--- src/rtl/mmio_pkg.sv ---
// Shared definitions for the memory-mapped UART transmitter: bus addresses,
// status-word bit positions and the serializer state encoding.
// Pure declarations; no logic, no latency, no flow control.
package mmio_pkg;

  localparam logic [31:0] TX_ADDR_DEF   = 32'h0000_0080;
  localparam logic [31:0] STAT_ADDR_DEF = 32'h0000_0084;

  // Bit positions inside the status word
  localparam int STAT_BUSY = 0;
  localparam int STAT_FULL = 1;
  localparam int STAT_OVF  = 2;

  typedef enum logic [1:0] {
    IDLE  = 2'd0,
    START = 2'd1,
    DATA  = 2'd2,
    STOP  = 2'd3
  } uart_state_t;

endpackage

--- src/rtl/sync_fifo.sv ---
// Single-clock FIFO with first-word-fall-through read data.
// Latency: a push is visible on o_pop_dat after the next edge.
// Backpressure: push is accepted while not full, or when full if a pop occurs on the same edge.
//
// Ports: i_clk, i_rst_n (async active-low), i_push/i_push_dat write side,
//        i_pop/o_pop_dat read side, o_full/o_empty status.
module sync_fifo #(
  parameter int WIDTH = 8,
  parameter int DEPTH = 4
) (
  input  logic             i_clk,
  input  logic             i_rst_n,
  input  logic             i_push,
  input  logic [WIDTH-1:0] i_push_dat,
  input  logic             i_pop,
  output logic [WIDTH-1:0] o_pop_dat,
  output logic             o_full,
  output logic             o_empty
);

  localparam int AW = $clog2(DEPTH);

  logic [WIDTH-1:0] r_mem [DEPTH];
  // One extra pointer bit distinguishes full from empty when low bits match
  logic [AW:0]      r_wr_ptr;
  logic [AW:0]      r_rd_ptr;
  logic             w_do_push;
  logic             w_do_pop;

  assign o_empty   = (r_wr_ptr == r_rd_ptr);
  assign o_full    = (r_wr_ptr[AW] != r_rd_ptr[AW]) &&
                     (r_wr_ptr[AW-1:0] == r_rd_ptr[AW-1:0]);
  assign w_do_pop  = i_pop && !o_empty;
  assign w_do_push = i_push && (!o_full || w_do_pop);
  assign o_pop_dat = r_mem[r_rd_ptr[AW-1:0]];

  always_ff @(posedge i_clk or negedge i_rst_n) begin
    if (!i_rst_n) begin
      r_wr_ptr <= '0;
      r_rd_ptr <= '0;
    end else begin
      if (w_do_push) r_wr_ptr <= r_wr_ptr + 1'b1;
      if (w_do_pop)  r_rd_ptr <= r_rd_ptr + 1'b1;
    end
  end

  // Storage needs no reset: entries are only read after being written
  always_ff @(posedge i_clk) begin
    if (w_do_push) r_mem[r_wr_ptr[AW-1:0]] <= i_push_dat;
  end

endmodule

--- src/rtl/mmio_uart_tx.sv ---
// MMIO UART transmitter: snoops core stores, queues TX bytes, sends 8N1 LSB first.
// Latency: store at edge N, start bit on txd after edge N+1; frames are 10*CLKS_PER_BIT cycles.
// Backpressure: none toward the core; stores to a full FIFO are dropped and set sticky ovf.
//
// Ports: clk, reset (async active-low), memwrite/dataadr/writedata snooped store bus,
//        rdata status readback (comb on dataadr), txd serial out, busy activity flag.
module mmio_uart_tx
  import mmio_pkg::*;
#(
  parameter int          CLKS_PER_BIT = 16,
  parameter int          FIFO_DEPTH   = 4,
  parameter logic [31:0] TX_ADDR      = TX_ADDR_DEF,
  parameter logic [31:0] STAT_ADDR    = STAT_ADDR_DEF
) (
  input  logic        clk,
  input  logic        reset,
  input  logic        memwrite,
  input  logic [31:0] dataadr,
  input  logic [31:0] writedata,
  output logic [31:0] rdata,
  output logic        txd,
  output logic        busy
);

  localparam int BW = (CLKS_PER_BIT > 1) ? $clog2(CLKS_PER_BIT) : 1;

  uart_state_t r_state, w_state_nxt;
  logic [BW-1:0] r_baud, w_baud_nxt;
  logic [2:0]    r_bit_idx, w_bit_nxt;
  logic [7:0]    r_shift, w_shift_nxt;
  logic          r_txd, w_txd_nxt;
  logic          r_ovf;

  logic          w_push_req, w_push, w_pop, w_full, w_empty, w_busy;
  logic          w_ovf_set, w_ovf_clr, w_baud_last;
  logic [7:0]    w_fifo_dat;
  logic [31:0]   w_stat;
  logic          w_unused;

  // Upper store bits carry nothing for this block
  assign w_unused = ^writedata[31:8];

  assign w_push_req = memwrite && (dataadr == TX_ADDR);
  assign w_push     = w_push_req && (!w_full || w_pop);
  assign w_ovf_set  = w_push_req && w_full && !w_pop;
  assign w_ovf_clr  = memwrite && (dataadr == STAT_ADDR) && writedata[STAT_OVF];

  sync_fifo #(
    .WIDTH (8),
    .DEPTH (FIFO_DEPTH)
  ) u_fifo (
    .i_clk      (clk),
    .i_rst_n    (reset),
    .i_push     (w_push),
    .i_push_dat (writedata[7:0]),
    .i_pop      (w_pop),
    .o_pop_dat  (w_fifo_dat),
    .o_full     (w_full),
    .o_empty    (w_empty)
  );

  assign w_baud_last = (r_baud == BW'(CLKS_PER_BIT - 1));

  always_comb begin
    w_state_nxt = r_state;
    w_baud_nxt  = r_baud + BW'(1);
    w_bit_nxt   = r_bit_idx;
    w_shift_nxt = r_shift;
    w_pop       = 1'b0;
    case (r_state)
      IDLE: begin
        w_baud_nxt = '0;
        if (!w_empty) begin
          w_pop       = 1'b1;
          w_shift_nxt = w_fifo_dat;
          w_bit_nxt   = '0;
          w_state_nxt = START;
        end
      end
      START: begin
        if (w_baud_last) begin
          w_baud_nxt  = '0;
          w_state_nxt = DATA;
        end
      end
      DATA: begin
        if (w_baud_last) begin
          w_baud_nxt = '0;
          if (r_bit_idx == 3'd7) begin
            w_state_nxt = STOP;
          end else begin
            w_shift_nxt = {1'b0, r_shift[7:1]};
            w_bit_nxt   = r_bit_idx + 3'd1;
          end
        end
      end
      STOP: begin
        if (w_baud_last) begin
          w_baud_nxt = '0;
          // Chain straight into the next start bit when more data is queued
          if (!w_empty) begin
            w_pop       = 1'b1;
            w_shift_nxt = w_fifo_dat;
            w_bit_nxt   = '0;
            w_state_nxt = START;
          end else begin
            w_state_nxt = IDLE;
          end
        end
      end
      default: begin
        w_state_nxt = IDLE;
        w_baud_nxt  = '0;
      end
    endcase

    // txd is registered, so derive it from where the FSM will be after the edge
    case (w_state_nxt)
      START:   w_txd_nxt = 1'b0;
      DATA:    w_txd_nxt = w_shift_nxt[0];
      default: w_txd_nxt = 1'b1;
    endcase
  end

  always_ff @(posedge clk or negedge reset) begin
    if (!reset) begin
      r_state   <= IDLE;
      r_baud    <= '0;
      r_bit_idx <= '0;
      r_shift   <= '0;
      r_txd     <= 1'b1;
      r_ovf     <= 1'b0;
    end else begin
      r_state   <= w_state_nxt;
      r_baud    <= w_baud_nxt;
      r_bit_idx <= w_bit_nxt;
      r_shift   <= w_shift_nxt;
      r_txd     <= w_txd_nxt;
      // Overflow set takes priority over a clear on the same edge
      if (w_ovf_set)      r_ovf <= 1'b1;
      else if (w_ovf_clr) r_ovf <= 1'b0;
    end
  end

  // Built only from registered FSM and FIFO pointer state
  assign w_busy = (r_state != IDLE) || !w_empty;

  always_comb begin
    w_stat            = '0;
    w_stat[STAT_BUSY] = w_busy;
    w_stat[STAT_FULL] = w_full;
    w_stat[STAT_OVF]  = r_ovf;
  end

  assign rdata = (dataadr == STAT_ADDR) ? w_stat : 32'b0;
  assign txd   = r_txd;
  assign busy  = w_busy;

endmodule
--- config.mk ---
export PLATFORM = sky130hd
export DESIGN_NAME = mmio_uart_tx
export DESIGN_NICKNAME = d
export VERILOG_FILES = /design/src/rtl/mmio_pkg.sv /design/src/rtl/sync_fifo.sv /design/src/rtl/mmio_uart_tx.sv
export SDC_FILE = /design/constraint.sdc
export NUM_CORES = 1
export LEC_CHECK = 0
export CAP_MARGIN = 20
export CORE_MARGIN = 3
export CORE_UTILIZATION = 42
export CTS_BUF_LIST = sky130_fd_sc_hd__clkbuf_16
export DETAILED_ROUTE_END_ITERATION = 16
export GPL_TIMING_DRIVEN = 1
export HOLD_SLACK_MARGIN = 0.15
export PLACE_DENSITY = 0.88
export SLEW_MARGIN = 20
export SYNTH_ARGS = -nofsm -noshare
export SYNTH_HDL_FRONTEND = slang
export SYNTH_HIERARCHICAL = 1
export SYNTH_SLANG_ARGS = --single-unit
--- constraint.sdc ---
create_clock -name clk -period 3 [get_ports clk]
set_input_delay 0.6 -clock clk [delete_from_list [all_inputs] [get_ports clk]]
set_output_delay 0.6 -clock clk [all_outputs]
set_load 0.02 [all_outputs]
After elaboration in Yosys (flattened, before gate mapping)
Memories as Yosys holds them, arrays and structs flattened.
Index checks and enable logic that the tools add are counted.
{ "word_totals": {"regBits": 25, "ram_bits": 32, "out_inout_bits": 34, "mem_count": 1, "word_cells": 78, "inputBits": 67} }
{ "op_classes": {"n_reduce_logical": 21, "addsub": 4, "muxes": 28, "eq_ne": 15} }
{ "mem_list": {"columns": ["memory", "words", "word_bits", "rd", "rd_clocked_by_memory_dff", "write_ports", "line", "rtl"], "rows": [
  ["u_fifo.r_mem", 4, 8, 1, 0, 1, "sync_fifo.sv:23", "logic [WIDTH-1:0] r_mem [DEPTH];"]
]} }
{ "ops": {"columns": ["operator", "count"], "rows": [
  ["== test 32 x 8 -> 1 bit, second input constant", 2],
  ["2-to-1 mux 8 bit", 4],
  ["one-hot mux 8 bit (3 select lines)", 1],
  ["2-to-1 mux 3 bit", 5],
  ["2-to-1 mux 2 bit", 5],
  ["adder 3 x 1 -> 3 bit, second input constant", 3],
  ["logical AND 1 bit", 9],
  ["one-hot mux 3 bit (3 select lines)", 1],
  ["one-hot mux 2 bit (4 select lines)", 1],
  ["one-hot mux 4 bit (2 select lines)", 1],
  ["2-to-1 mux 1 bit", 7],
  ["== test 2 bit, second input constant", 3],
  ["!= test 2 bit, second input constant", 3],
  ["adder 4 x 1 -> 4 bit, second input constant", 1],
  ["== test 2 x 1 -> 1 bit, second input constant", 2],
  ["== test 4 bit, second input constant", 1],
  ["2-to-1 mux 4 bit", 1],
  ["one-hot mux 1 bit (2 select lines)", 2],
  ["AND reduction 4 bit", 1],
  ["nonzero test 2 bit", 2],
  ["== test 3 bit", 1],
  ["== test 3 bit, second input constant", 1],
  ["zero test 1 bit", 3],
  ["logical OR 1 bit", 3],
  ["other kinds (5)", 5]
]} }

Depth between registers and ports, before layout
Gate-level depths: netlist of run 1.
{ "depth": {"word_depth": 9, "depth_mapped": 12} }

Modules after synthesis
Netlist of run 1, hierarchy kept.
{ "modules_own_cells": {"columns": ["mod", "cells_per_inst", "seq_area_each_um2", "area_each_um2", "instances"], "rows": [
  ["sync_fifo", 88, 1111.1, 1617.8, 1],
  ["mmio_uart_tx", 149, 476.7, 1430.1, 1]
]} }

Least setup slack after synthesis of run 1
No wires, ideal clock.
{ "synth_timing": {"path_type": "reg-to-reg", "start": "reg u_fifo.r_rd_ptr[1]", "end": "mem u_fifo.r_mem[0][0] (enable)", "required_ns": 2.722, "t_arrival_ns": 2.661, "synth_period_minus_slack_ns": 2.939, "stages_incl_launch_ff": 12, "setup_slack_ns": 0.061, "path_buffers": 4, "setup_ns": 0.278, "path_cell_list": "dfrtp_1 buf_6 xor2_1 buf_2 or2_2 nor2_1 clkbuf_1 nand2b_1 nor2_1 clkbuf_1 or4_1 and3_1"} }
{ "synth_between": {"elab_chain_len": 9, "word_cells_on_any_way": 15} }
{ "synth_rtl": {"columns": ["item", "line", "rtl"], "rows": [
  ["start, declared", "sync_fifo.sv:26", "logic [AW:0] r_rd_ptr;"],
  ["start signal, assigned", "sync_fifo.sv:43", "if (w_do_pop) r_rd_ptr <= r_rd_ptr + 1'b1;"],
  ["== test 3 bit (*)", "sync_fifo.sv:30", "assign o_empty = (r_wr_ptr == r_rd_ptr);"],
  ["net w_empty", "mmio_uart_tx.sv:34", "logic w_push_req, w_push, w_pop, w_full, w_empty, w_busy;"],
  ["2-to-1 mux 1 bit (*)", "mmio_uart_tx.sv:73, mmio_uart_tx.sv:101", null],
  ["2-to-1 mux 1 bit", "mmio_uart_tx.sv:98", "if (w_baud_last) begin"],
  ["one-hot mux 1 bit (2 select lines) (*)", "mmio_uart_tx.sv:70", "case (r_state)"],
  ["net w_pop", "mmio_uart_tx.sv:34", null],
  ["logical OR 1 bit / logical AND 1 bit (equally long branches)", "mmio_uart_tx.sv:44, sync_fifo.sv:33", null],
  ["logical AND 1 bit / logical OR 1 bit (equally long branches)", "mmio_uart_tx.sv:44, sync_fifo.sv:34", null],
  ["logical AND 1 bit (*)", "sync_fifo.sv:34", "assign w_do_push = i_push && (!o_full || w_do_pop);"],
  ["2-to-1 mux 1 bit (*)", "sync_fifo.sv:49", "if (w_do_push) r_mem[r_wr_ptr[AW-1:0]] <= i_push_dat;"],
  ["2-to-1 mux 1 bit (implied by the code) (*)", "sync_fifo.sv:49", null],
  ["end, declared", "sync_fifo.sv:23", null]
]} }
Mark *: on every way through the listed nets, which the timed path passes. The rest lies on a longest branch.

Final worst setup path of run 1
{ "layout_timing": {"start": "in dataadr[18]", "end": "out rdata[0]"} }
{ "layout_between": {"elab_chain_len": 2} }
{ "layout_rtl": {"columns": ["item", "line", "rtl"], "rows": [
  ["start, declared", "mmio_uart_tx.sv:18", "input logic [31:0] dataadr,"],
  ["== test 32 x 8 -> 1 bit", "mmio_uart_tx.sv:155", "assign rdata = (dataadr == STAT_ADDR) ? w_stat : 32'b0;"],
  ["2-to-1 mux 3 bit", "mmio_uart_tx.sv:155", null],
  ["end, declared", "mmio_uart_tx.sv:20", "output logic [31:0] rdata,"]
]} }
No other way between the ends.

==> results.toml, run 1 <==
[yosys]
synth_area_leaders = "edfxtp_1 32%, dfrtp_1 20%, buf_4 7.1%, mux4_2 5.9%, ha_1 5.7%"
synthXorXnorAreaFrac_pct = 1.72
synth_compound_area_share_pct = 12.4
yosysMostFrequentCell = "edfxtp_1"
synth-adder-area-share_pct = 5.75
synth-seq-area-share_pct = 52.1
postSynthAreaPerCell_um2 = 12.9
synth_cell_type_count = 62
synth_top_area_cell = "edfxtp_1"
yosysWarnings = 6
synth_edf_count = 32
synth_common_cells = "32 x edfxtp_1, 29 x buf_4, 24 x dfrtp_1, 14 x ha_1"
synth_ff_type = "edfxtp_1"
muxShareOfSynthArea_pct = 7.35
synthCells = 237
synth_top_family_by_area = "compound AO/OA/AOI/OAI gates"
synth.cell_area_mm2 = 0.00305
yosys.area_share.simple_pct = 10.8
synth_top_area_share_pct = 31.5
async_flop_share_pct = 43.9
synth_seq_cells = 57

[timing]
max_freq_ghz = 0.354
holdWs_ps = 490
hold_violations = 0
maxSlewViolCount = 0
slew-limit-headroom_pct = 61.5
worst_pin_slew_ps = 573
fin_ws_ps = 177
fin_crit_ps = 2820
fin_crit_sh_pct = 94.1
fin_worst_skew_ps = 4.79
rsz0062_at_grt = "false"
setup_viol = 0

[power]
power_density_mw_per_mm2 = 487
peakVddDrop_mv = 0.425
p_leak_uw = 0.00160

[worst_setup_path]
r2r-start = "u_fifo/r_wr_ptr[2]"
worst-path-stages = 6
end_kind = "output port"
r2r_end = "u_fifo/r_mem[3][3]"
crit_path_end = "rdata[0]"
crit_required_ps = 2400
path_delay_family = "simple AND/OR/NAND/NOR gates"
critPathLaunchType = "input port"
cp_data_arrival_time_ps = 2220
path_cells = "clkdlybuf4s50_1 -> nor4_1 -> nand4_1 -> nor2_1 -> and3_1 -> dlygate4sd2_1"
slowest_delay_ps = 400
startpoint = "dataadr[18]"
path_buf_inv = 2
critPathMaxFanout = 3
r2r_slack_ps = 410
r2r_cells = 9
crit_type = "input port to output port"
slowest_stage = "clkdlybuf4s50_1"

[die]
io_pins = 101
row_count = 30
die_height_um = 91.2
dieArea_mm2 = 0.00831
initial_core_util_pct = 44.1
fp.dieW_um = 91.2
core-area_mm2 = 0.00691

[placement]
dpl.hpwl_mm = 4.55
place_congestion = 0.794
place_ws_ps = -82.2
numPlacedInstances = 388
io_buffers = 47

[route]
routed_wl_mm = 6.06
drt_first_pass_iters = 5
vias = 2046
ant_nets = 0
drt_iter0_drc = 222
post-route-drc-count = 0
via_per_inst = 5.06
wl_per_cell_um = 15.0

[flow_run]
maxCapViolations = 0

[clock_network]
cts.path.max_buffers = 2
cts_max_level = 3
cts_buffers = 9
cts_root_buf = "clkbuf_16"
clock_sinks = 57
cts_tree = "done"
clkLatencyLatePin_ps = 330
cts.reportedPaths.clkPinSlew_ps = 50

[layout]
antennaDiodeCount = 0
area_growth_pct = 27.8
layout.nets = 384
drive_above_1_share_pct = 20.1
instances_no_fill = 404
fin_util_pct = 56.4

[global_route]
track_usage_pct = 15.6
grt_pass1_wl_mm = 10.1
antenna_found_initial = 0
first_global_vias = 2097
overflow = 0
grt_max_degree = 26

[min_path]
whs_path_depth = 2
holdCritPathClass = "flip-flop to flip-flop"

[run_status]
outcome = "finished, final reports clean"
-- per-layer routing --
metal / track usage, % / part of all wire, %
met4: 6.03 / 1.7
met1: 17.7 / 38
met5: 0 / 0
met2: 27.8 / 55
met3: 4.39 / 5.5
-- cell families after synthesis --
group,Yosys count
DFF,57
and+or+nand+nor,55
AOI/OAI and AO/OA,46
buffers and inverters,46
adders and majority gates,14
muxes,12
xor gates and xnor gates,6
other,1
-- metrics by stage --
| stage | TNS [ps] | instance area (um^2) | total power, uW |
|---|---|---|---|
| after floorplan | 0 | 3150 | 909 |
| after detailed placement | -1870 | 3610 | 950 |
| final | 0 | 3890 | 1900 |
| after global placement | -480 | 3610 | 947 |
| after global routing | 0 | 3890 | 1960 |
| after CTS | 0 | 3890 | 1910 |
-- worst reg2reg max path, delay by kind of cell, from the launching register on --
family,cells,cell delay (ps)
and+or+nand+nor,4,920
AOI/OAI and AO/OA,2,360
xor gates and xnor gates,1,330
buffers and inverters,2,260
DFF,1,440
-- power by group --
part           leakage, uW  total, uW  internal, uW  switching [uW]
clock             0.000135        961           573             389
combinational     0.000870        105          51.0            54.5
sequential        0.000599        829           829     0.000000851
total              0.00160       1900          1450             443
-- cell type report --
cell class | instances | area [um^2]
multi-input combinational | 162 | 1270
fill | 559 | 3010
clock inverter | 7 | 61.3
clock buffer | 9 | 225
tap | 96 | 120
inverter | 11 | 41.3
sequential | 57 | 1590
timing repair buffer | 62 | 592
-- worst min-delay path by stage --
| stage | startpoint | endpoint |
|---|---|---|
| 3_3_place_gp | r_shift[5] | r_shift[5] |
| 4_1_cts | r_shift[2] | r_shift[2] |
| 6_report | r_shift[2] | r_shift[2] |
| 3_5_place_dp | r_shift[2] | r_shift[2] |
| 5_1_grt | r_shift[2] | r_shift[2] |
| 2_1_floorplan | reset | r_baud[0] |
-- registers in the layout (all words and copies together) (netlist names) --
name	cells
r_ovf	1
u_fifo/r_wr_ptr	3
r_baud	4
u_fifo/r_rd_ptr	3
r_bit_idx	3
txd	1
r_shift	8
r_state	2
u_fifo/r_mem	32
-- cells in the final DEF, fill, tap and decap left out, types with 3 or more instances in the layout --
cell             count
o21ai_0              7
edfxtp_1            32
ha_1                14
nor4_1               3
dfrtp_1             24
buf_4               14
inv_6                3
inv_1               11
and3_1               8
clkbuf_16            9
nor3_1               5
a22oi_1              5
nand4_1              3
mux4_2               8
xnor2_1              3
clkdlybuf4s50_1     44
dlygate4sd2_1        3
conb_1              29
nor4_2               3
nand2_1             10
o31ai_1              3
nor2_1              11
xor2_1               3
-- repair_timing --
item                                    4_1_cts  5_1_grt
endpoints found under the setup margin        3        0
setup buffers                                 0        0
resized for setup                             3        0
hold buffers                                  0        0
No activity file was read; power rests on OpenSTA's default activity.
==> run 2: changes to the inputs <==
--- a/config.mk
+++ b/config.mk
@@ -5,9 +5,10 @@
 export SDC_FILE = /design/constraint.sdc
 export NUM_CORES = 1
 export LEC_CHECK = 0
+export ABC_AREA = 1
 export CAP_MARGIN = 20
 export CORE_MARGIN = 3
-export CORE_UTILIZATION = 42
+export CORE_UTILIZATION = 43
 export CTS_BUF_LIST = sky130_fd_sc_hd__clkbuf_16
 export DETAILED_ROUTE_END_ITERATION = 16
 export GPL_TIMING_DRIVEN = 1
==> results.toml, run 2 <==
[clock_network]
cts_max_level = 3
postCtsSetupBuffers = 0
clock_sinks = 57
cts_tree = "done"
cts.path.max_buffers = 2
cts_root_buf = "clkbuf_16"
clkLatencyLatePin_ps = 330
cts.reportedPaths.clkPinSlew_ps = 50
cts_buffers = 9
cts_hold_buf = 0

[route]
ant_nets = 0
drt_iter0_drc = 158
post-route-drc-count = 0
routed_wl_mm = 7.16
drt_first_pass_iters = 4
vias = 2771
wl_per_cell_um = 12.6
via_per_inst = 4.89

[yosys]
synth_cell_type_count = 39
synth_top_area_share_pct = 28.1
synth_seq_cells = 57
synth_edf_count = 32
postSynthAreaPerCell_um2 = 8.64
synth_area_leaders = "edfxtp_1 28%, dfrtp_1 18%, nand2_1 8.9%, buf_4 6.4%, nor2_1 5.9%"
synth_ff_type = "edfxtp_1"
synth_common_cells = "81 x nand2_1, 54 x nor2_1, 41 x inv_1, 32 x edfxtp_1, 29 x buf_4"
synth-seq-area-share_pct = 46.4
yosysWarnings = 6
yosysMostFrequentCell = "nand2_1"
synth_top_area_cell = "edfxtp_1"
synthCells = 396
synth.cell_area_mm2 = 0.00342
async_flop_share_pct = 43.9

[placement]
place_ws_ps = -198
numPlacedInstances = 551
place_congestion = 0.856
io_buffers = 47
dpl.hpwl_mm = 5.29

[worst_setup_path]
path_cells = "clkdlybuf4s50_1 -> or2_2 -> nor3_1 -> nand4_1 -> nor2_1 -> nand2_1 -> nor2_1 -> clkbuf_2"
cp_data_arrival_time_ps = 2170
worst-path-stages = 8
crit_required_ps = 2400
path_common_cell = "nor2_1"
critPathMaxFanout = 3
critPathLaunchType = "input port"
crit_type = "input port to output port"
slowest_delay_ps = 400
r2r_cells = 12
end_kind = "output port"
path_delay_family = "simple AND/OR/NAND/NOR gates"
path_buf_inv = 2
slowest_stage = "clkdlybuf4s50_1"

[timing]
fin_crit_ps = 2770
fin_ws_ps = 226
max_freq_ghz = 0.361
setup_viol = 0
fin_worst_skew_ps = 4.89
maxSlewViolCount = 0
fin_crit_sh_pct = 92.5
tns_ps = 0
hold_violations = 0
rsz0062_at_grt = "false"

[power]
p_leak_uw = 0.00197
power_density_mw_per_mm2 = 459
peakVddDrop_mv = 0.468
total_power_uw = 1950

[layout]
antennaDiodeCount = 0
layout_commonest_cell = "nand2_1"
drive_above_1_share_pct = 13.5
layout.nets = 544
largest_reg_flops = 32
final_cell_mix = "81 x nand2_1, 54 x nor2_1, 44 x clkdlybuf4s50_1"
area_growth_pct = 24.3
instances_no_fill = 567

[die]
dieArea_mm2 = 0.00907
die_height_um = 95.2
initial_core_util_pct = 45.7
fp.dieW_um = 95.2
io_pins = 101
core-area_mm2 = 0.00749
row_count = 31

[global_route]
grt_pass1_wl_mm = 12.0
grt_max_degree = 26
antenna_found_initial = 0
track_usage_pct = 17.3
overflow = 0
first_global_vias = 2710

[min_path]
holdCritPathClass = "flip-flop to flip-flop"
whs_path_depth = 1

[run_status]
outcome = "finished, final reports clean"

[flow_run]
maxCapViolations = 0
[run 2: kinds of logic (layout without fill, tap and decap cells)]
| kind of cell | after synthesis | after routing | share of synthesized area, % |
|---|---|---|---|
| xor+xnor | 4 | 4 | 1.24 |
| other cells | 1 | 29 | 0.110 |
| flops | 57 | 57 | 46.4 |
| simple gates | 192 | 192 | 25.9 |
| fa+ha+maj | 14 | 14 | 5.12 |
| compound gates | 44 | 44 | 7.60 |
| buf+inv | 84 | 128 | 13.7 |
[run 2: what timing repair did]
item | 4_1_cts | 5_1_grt
setup endpoints to repair | 3 | 3
cloned | 0 | 0
endpoints found under the hold margin | 0 | 0
gates resized for setup | 3 | 6
[run 2: routing by layer]
metal / share of wire [%] / GRT usage, % / vias up
li1: - / - / 1381
met1: 40 / 19.8 / 1293
met2: 53 / 29.8 / 82
met3: 5.1 / 5.13 / 15
met4: 2.4 / 7.69 / 0
met5: 0 / 0 / -
[run 2: cell type report]
class	count	area, um^2
multi-input combinational	283	1470
sequential	57	1590
clock inverter	7	71.3
tap	99	124
inverter	47	185
fill	629	3230
timing repair buffer	65	591
clock buffer	9	225
[run 2: final timing paths]
check / start / to / slack, ps
setup / recovery: dataadr[1] / rdata[1] / 230
hold / removal: r_baud[0] / r_baud[0] / 460
setup reg to reg: u_fifo/r_wr_ptr[0] / u_fifo/r_mem[2][6] / 600
hold reg to reg: r_baud[0] / r_baud[0] / 460
max in group asynchronous: reset / txd / 2060
min in group asynchronous: reset / r_shift[6] / 640
[run 2: worst register-to-register path: stages (launching register included)]
cell	delay, ps
dfrtp_1	420
inv_1	150
nand2_4	110
nand2_4	60
nand3_2	130
inv_1	70
buf_4	170
nor3_2	240
nor2_1	90
nor2_1	270
nand2_4	120
nor2_1	110
buf_4	180
[run 2: through the flow]
step | area, um^2 | hold slack (ps) | utilization, %
after floorplan | 3530 | 304 | -
after global placement | 3980 | 441 | 53.1
after detailed placement | 3980 | 449 | 53.1
after CTS | 4270 | 456 | 57.0
after global routing | 4260 | 488 | 56.9
final | 4260 | 455 | 56.9
[run 2: where the power goes]
part           switching [uW]  internal, uW
combinational            65.6          60.0
clock                     356           641
sequential              0.147           830
total                     421          1530
